--- config.mk ---
export PLATFORM = sky130hd
export DESIGN_NAME = bnn_image_loader
export DESIGN_NICKNAME = d
export VERILOG_FILES = /design/src/rtl/bnn_image_loader.sv
export SDC_FILE = /design/constraint.sdc
export NUM_CORES = 2
export LEC_CHECK = 0
export CORE_AREA = 2 2 313 315
export DETAILED_ROUTE_END_ITERATION = 8
export DIE_AREA = 0 0 315 317
export GPL_TIMING_DRIVEN = 0
export SYNTH_ARGS = -nofsm -noshare
export SYNTH_HDL_FRONTEND = slang
export SYNTH_SLANG_ARGS = --single-unit
--- constraint.sdc ---
create_clock -name clk -period 9.8 [get_ports clk]
set_input_delay 2.45 -clock clk [delete_from_list [all_inputs] [get_ports clk]]
set_output_delay 2.45 -clock clk [all_outputs]
set_load 0.01 [all_outputs]
--- src/rtl/bnn_image_loader.sv ---
// bnn_image_loader: during fsm_state == LOAD, accepts a binarized image as BUS_W-bit beats
// and packs it into a flat pixel register. Optional trailing XOR checksum beat: LOADER_CKSUM_EN.
module bnn_image_loader #(
    parameter int IMG_W = 28,
    parameter int IMG_H = 28,
    parameter int BUS_W = 8
) (
    input  logic                   clk,
    input  logic                   rst_n,
    input  logic [2:0]             fsm_state,
    input  logic [BUS_W-1:0]       in_data,
    input  logic                   in_valid,
    output logic                   in_ready,
    output logic [IMG_W*IMG_H-1:0] pixels,
    output logic                   pixels_valid,
    output logic                   load_done,
    output logic                   cksum_err
);

    localparam int NPIX  = IMG_W * IMG_H;
    localparam int NBEAT = (NPIX + BUS_W - 1) / BUS_W;
    localparam int CW    = (NBEAT > 1) ? $clog2(NBEAT) : 1;
    localparam logic [2:0]    FSM_LOAD  = 3'b001;
    localparam logic [CW-1:0] LAST_BEAT = CW'(NBEAT - 1);

    typedef enum logic [2:0] {
        S_IDLE,
        S_RECV,
        S_CKSUM,
        S_DONE,
        S_WAIT
    } state_t;

    state_t            state_q, state_d;
    logic [CW-1:0]     cnt_q, cnt_d;
    logic [NPIX-1:0]   pixels_q, pixels_d;
    logic              pixels_valid_q, pixels_valid_d;
    logic [NBEAT*BUS_W-1:0] beat_buf;

    logic load_active;
    logic accept;
    logic start;

    assign load_active = (fsm_state == FSM_LOAD);
    assign accept      = in_valid && in_ready;
    assign start       = (state_q == S_IDLE) && load_active;

    // ------------------------------------------------------------------ state register
    always_ff @(posedge clk) begin
        // NOTE: sequential state uses non-blocking assignments so every flop samples pre-edge values.
        if (!rst_n) begin
            state_q <= S_IDLE;
        end else begin
            state_q <= state_d;
        end
    end

    // ------------------------------------------------------------------ next state
    always_comb begin
        // NOTE: defaulting state_d first keeps every path assigned, so no latch is inferred.
        state_d = state_q;
        unique case (state_q)
            S_IDLE: begin
                if (load_active) state_d = S_RECV;
            end
            S_RECV: begin
                if (!load_active) begin
                    state_d = S_IDLE;
                end else if (accept && cnt_q == LAST_BEAT) begin
`ifdef LOADER_CKSUM_EN
                    state_d = S_CKSUM;
`else
                    state_d = S_DONE;
`endif
                end
            end
            S_CKSUM: begin
                if (!load_active)  state_d = S_IDLE;
                else if (accept)   state_d = S_DONE;
            end
            S_DONE: begin
                state_d = S_WAIT;
            end
            S_WAIT: begin
                if (!load_active) state_d = S_IDLE;
            end
            default: begin
                state_d = S_IDLE;
            end
        endcase
    end

    // ------------------------------------------------------------------ outputs
    always_comb begin
        in_ready  = 1'b0;
        load_done = 1'b0;
        unique case (state_q)
            S_RECV:  in_ready  = 1'b1;
            S_CKSUM: in_ready  = 1'b1;
            S_DONE:  load_done = 1'b1;
            default: ;
        endcase
    end

    // ------------------------------------------------------------------ pixel datapath
    always_comb begin
        cnt_d          = cnt_q;
        pixels_d       = pixels_q;
        pixels_valid_d = pixels_valid_q;
        beat_buf       = '0;

        if (start) begin
            cnt_d          = '0;
            pixels_valid_d = 1'b0;
        end

        // An abort (fsm_state leaving LOAD) takes priority over a beat presented that cycle.
        if (state_q == S_RECV && load_active && accept) begin
            beat_buf[NPIX-1:0]                   = pixels_q;
            beat_buf[int'(cnt_q) * BUS_W +: BUS_W] = in_data;
            pixels_d                             = beat_buf[NPIX-1:0];
            if (cnt_q != LAST_BEAT) cnt_d = cnt_q + CW'(1);
        end

        if (state_d == S_DONE) pixels_valid_d = 1'b1;
    end

    always_ff @(posedge clk) begin
        // NOTE: the pixel store is a plain register that must read 0 after reset, so it is
        // reset like any other flop rather than treated as an unreset memory.
        if (!rst_n) begin
            cnt_q          <= '0;
            pixels_q       <= '0;
            pixels_valid_q <= 1'b0;
        end else begin
            cnt_q          <= cnt_d;
            pixels_q       <= pixels_d;
            pixels_valid_q <= pixels_valid_d;
        end
    end

    assign pixels       = pixels_q;
    assign pixels_valid = pixels_valid_q;

`ifdef LOADER_CKSUM_EN
    // ------------------------------------------------------------------ checksum
    logic [BUS_W-1:0] acc_q, acc_d;
    logic             err_q, err_d;

    always_comb begin
        acc_d = acc_q;
        err_d = err_q;
        if (start) begin
            acc_d = '0;
            err_d = 1'b0;
        end
        if (state_q == S_RECV && load_active && accept) acc_d = acc_q ^ in_data;
        if (state_q == S_CKSUM && load_active && accept && in_data != acc_q) err_d = 1'b1;
    end

    always_ff @(posedge clk) begin
        if (!rst_n) begin
            acc_q <= '0;
            err_q <= 1'b0;
        end else begin
            acc_q <= acc_d;
            err_q <= err_d;
        end
    end

    assign cksum_err = err_q;
`else
    assign cksum_err = 1'b0;
`endif

endmodule
== Word level (Yosys, flattened, before mapping) ==
Index checks and enable logic that the tools add are counted.

* $add $sub $neg: 2
* Equal/unequal tests: 8
* Shift operators: 2
* Muxes and demuxes: 15
* Reduce and logical (&&, ||, !) cells: 8

{| class="wikitable"
|+ Operators by type and width
! cell !! number
|-
| 784-bit bitwise mux || 1
|-
| 8-bit by 33-bit variable shift with 784-bit output, first input constant || 1
|-
| 8-bit by 33-bit indexed part select with 784-bit output || 1
|-
| 10-bit negator with 33-bit output || 1
|-
| 7-bit 2-to-1 mux || 3
|-
| 3-bit 2-to-1 mux || 6
|-
| 3-bit one-hot mux with 5 select lines || 1
|-
| 3-bit by 2-bit == test with 1-bit output, second input constant || 3
|-
| 7-bit by 1-bit adder with 7-bit output, second input constant || 1
|-
| 7-bit == test, second input constant || 1
|-
| 7-bit != test, second input constant || 1
|-
| 3-bit by 1-bit == test with 1-bit output, second input constant || 2
|-
| 1-bit logical AND || 5
|-
| 1-bit 2-to-1 mux || 4
|-
| 3-bit == test, second input constant || 1
|-
| 3-bit zero test || 1
|-
| 2-bit nonzero test || 1
|-
| 2-bit OR reduction || 1
|}

* Register bits: 795
* Input bits: 14
* Word-level logic and storage cells: 39

== Logic depth before layout (Yosys ltp) ==
* Word-level depth: 10
* Mapped depth: 14
* Mapped depth without buffers: 9

== Worst setup path before layout ==
No wires, ideal clock.

* Kind: input to register
* Start point: input fsm_state[1]
* End point: register pixels_q[224], in the netlist pixels[224]
* Library setup time: 0.073 ns
* Arrival time: 4.477 ns
* Data required time: 9.727 ns
* Setup slack: 5.251 ns
* Cell stages on the path: 7
* Cells stage by stage: nor4b_2 -> nor3b_1 -> buf_2 -> nand3_2 -> buf_6 -> nor4_4 -> mux2i_1

* Longest elaborated chain between the ends: 3

{| class="wikitable"
|+ RTL lines
! what !! line !! text
|-
| from (decl) || 10 || <nowiki>input logic [2:0] fsm_state,</nowiki>
|-
| 3-bit by 1-bit == test with 1-bit output || 44 || <nowiki>assign load_active = (fsm_state == FSM_LOAD);</nowiki>
|-
| 1-bit logical AND (2 in series) || 118 || <nowiki>if (state_q == S_RECV && load_active && accept) begin</nowiki>
|-
| to (signal assigned) || 137 || <nowiki>pixels_q <= pixels_d;</nowiki>
|-
| to (decl) || 36 || <nowiki>logic [NPIX-1:0] pixels_q, pixels_d;</nowiki>
|}

No other way between the ends.
A chain may end at the register's enable or synchronous reset.

== Worst setup path after layout ==
* Start point: input fsm_state[1]
* End point: register pixels_q[489], in the netlist pixels[489]

Same word-level chain as after synthesis.

==> flow_metrics.tcl <==
set metrics [dict create \
    worstPathArrival_ns 6.37 \
    firstDrtPassIters 5 \
    synth.distinct_cells 57 \
    rows 114 \
    die_width_um 315 \
    timing.final.max_slew_violations 0 \
    grt_remaining_overflow 0 \
    worst_ep_required_time_ns 10.38 \
    slew-limit-headroom_pct 2.68 \
    internal-power_mw 5.31 \
    drt_iter0_drc 2247 \
    finalHoldViolCount 0 \
    final.fill_count 9416 \
    track_usage_pct 30.9 \
    multiInputGateArea_um2 14500 \
    synthCells 3247 \
    number_of_antenna_violations_at_the_first_check_in_global_routing 9 \
    start_kind "input pin" \
    criticalPathCategory "input pin to register" \
    hold_path_class "register to register" \
    initial_utilization_pct 32.8 \
    drt-wirelength-per-cell_um 29.2 \
    clk_path_buf_depth 3 \
    grt_pass1_wl_um 216000 \
    gp_congestion 0.905 \
    seqCellArea_um2 15900 \
    syn2layout_area_growth_pct 40.1 \
    utilization_pct 45.9 \
    routed_wl_um 160000 \
    seqPwrFrac_pct 46.6 \
    endpoint_kind "register" \
    tritoncts_num_sinks 795 \
    boundaryPins 802 \
    timing.final.crit_share_pct 59.0 \
    switchingPower_mw 1.62 \
    ctsRootBufferMaster "sky130_fd_sc_hd__clkbuf_16" \
    synth_edf_count 0 \
    die_height_um 317 \
    share_of_layout_cells_above_drive_strength_1_pct 5.66 \
    ant_nets 0 \
    count_of_maximum_capacitance_violations 0 \
    clock_skew_ns 0.0311 \
    final.min_clock_period_ns 5.79 \
    portBuffers 798 \
    postCtsSetupRepairBufs 0 \
    total_negative_slack_ns 0 \
    first_global_vias 27300 \
    drt-vias-per-instance 5.18 \
    post_synthesis_net_count 3265 \
    post_synth_instance_area_um2 31600 \
    grt_start_max_net_pins 13 \
    synth_seq_cells 795 \
    rsz_0062_raised_after_global_routing "no" \
    post_synth.cell_area_avg_um2 9.73 \
    max_freq_ghz 0.173 \
    fp.dieArea_um2 99900 \
    ys_dominant_reg_cell "sky130_fd_sc_hd__dfxtp_1" \
    p_per_area_nw_per_um2 157 \
    static-leakage-power_nw 17.1 \
    max-vdd-ir-drop_v 0.000114 \
    power.clock.fraction_pct 50.4 \
    clock_tree_from_tritoncts "done" \
    htree_levels 3 \
    cts_hold_buf 0 \
    worst_setup_hold_path_clk_slew_ns 0.06 \
    dp_hpwl_um 122000 \
    p_sw_share_pct 23.4 \
    fin_total_pwr_mw 6.93 \
    route.vias.total 28400 \
    drc 0 \
    async_flop_share_pct 0 \
    run_status "finished, final reports clean" \
    finalNetCount 4156 \
    cts.repair.resized 0 \
    core_region_area_um2 96300 \
    ys.warnings.count 0 \
    clk-insertion-delay-late_ns 0.69 \
    setup_violations 0 \
    yosysSeqAreaShare_pct 50.4 \
    cts_buffers 90 \
    comb_power_share_pct 3.0 \
    tightestPinTransition_ns 1.46 \
    critPathMaxFanout 10 \
]
## final cells by class
cell class / instances / share of cell area (%)
tap: 1276 / 3.61
inverter: 5 / 0.0424
antenna: 6 / 0.0339
clock inverter: 23 / 0.741
clock buffer: 137 / 6.10
sequential: 795 / 36.0
timing repair buffer: 799 / 18.1
multi-input combinational: 2161 / 32.8
buffer: 286 / 2.56
## final timing paths
check        slack, ns                        to                    start  cells past startpoint
max               4.01  pixels[489]$_SDFFE_PN0P_             fsm_state[1]                      8
min               0.46   pixels[78]$_SDFFE_PN0P_  pixels[78]$_SDFFE_PN0P_                      2
max reg2reg       4.62   pixels[22]$_SDFFE_PN0P_      cnt_q[0]$_SDFF_PN0_                     11
min reg2reg       0.46   pixels[78]$_SDFFE_PN0P_  pixels[78]$_SDFFE_PN0P_                      2
## critical path: stages
cell and delay [ns]:
sky130_fd_sc_hd__clkdlybuf4s50_1 0.44, sky130_fd_sc_hd__nor4b_2 0.42, sky130_fd_sc_hd__nor3b_1 0.51, sky130_fd_sc_hd__and3_1 0.29
sky130_fd_sc_hd__clkbuf_1 0.30, sky130_fd_sc_hd__clkbuf_1 0.54, sky130_fd_sc_hd__nand4_1 0.97, sky130_fd_sc_hd__mux2i_1 0.43
## synthesized netlist by cell type (all sizes together), types with 13 or more instances
cell type	instances	area share [%]
nor2	23	0.28
a31o	16	0.44
and2	20	0.40
nor3	21	0.58
and3	26	0.52
and4	13	0.36
buf	34	0.58
nor4	31	1.3
nand4	112	2.2
nand2	840	10
clkbuf	252	3.0
dfxtp	795	50
nand3	189	3.2
mux2i	766	24
## power groups by stage
stage	sequential (mW)	combinational [mW]	clock (mW)
5_1_grt	3.23	0.214	3.67
3_5_place_dp	3.30	0.206	0
6_report	3.23	0.209	3.49
4_1_cts	3.23	0.207	3.53
3_3_place_gp	3.30	0.206	0
2_1_floorplan	3.30	0.0844	0
## cell usage in the layout (no fill, tap or decap), drive strengths merged, types with 13 or more instances in the layout
| cell | count |
|---|---|
| buf | 35 |
| nand3 | 189 |
| mux2i | 766 |
| clkdlybuf4s50 | 798 |
| nor4 | 31 |
| and2 | 20 |
| a31o | 16 |
| clkbuf | 389 |
| dfxtp | 795 |
| nand4 | 112 |
| nand2 | 840 |
| and3 | 26 |
| and4 | 13 |
| nor3 | 21 |
| nor2 | 23 |
## through the flow
step | hold slack (ns) | cells | cell area [um2] | worst slack, ns
finish | 0.456 | 5488 | 44200 | 4.01
global route | 0.463 | 5485 | 44200 | 3.86
CTS | 0.456 | 5482 | 44200 | 4.10
detailed placement | 0.445 | 5322 | 41200 | 3.41
global placement | 0.441 | 5321 | 41200 | 3.40
floorplan | 0.462 | 3247 | 31600 | 5.25
## per-layer routing
metal	up-vias	wire [um]	track usage (%)
met5	-	13	0
met3	266	13600	8.67
li1	12900	-	-
met1	14000	66100	38.4
met2	1228	74100	50.5
met4	2	6430	12.2
## state kept, by name, summed over array words and instances (netlist names)
signal and cells:
state_q 3, pixels 784, cnt_q 7, pixels_valid 1
## cells by family (layout without fill, tap and decap cells)
group                      after synthesis  after routing  share of synthesized area, %
and+or+nand+nor                       1323           1323                          20.0
other                                    1              7                        0.0119
DFF                                    795            795                          50.4
buffers and inverters                  291           1250                          3.64
adders and majority gates                4              4                         0.158
xor gates and xnor gates                 6              6                         0.166
muxes                                  767            767                          24.3
AOI/OAI and AO/OA                       60             60                          1.35
Note: power is estimated with default switching activity, not from simulation.
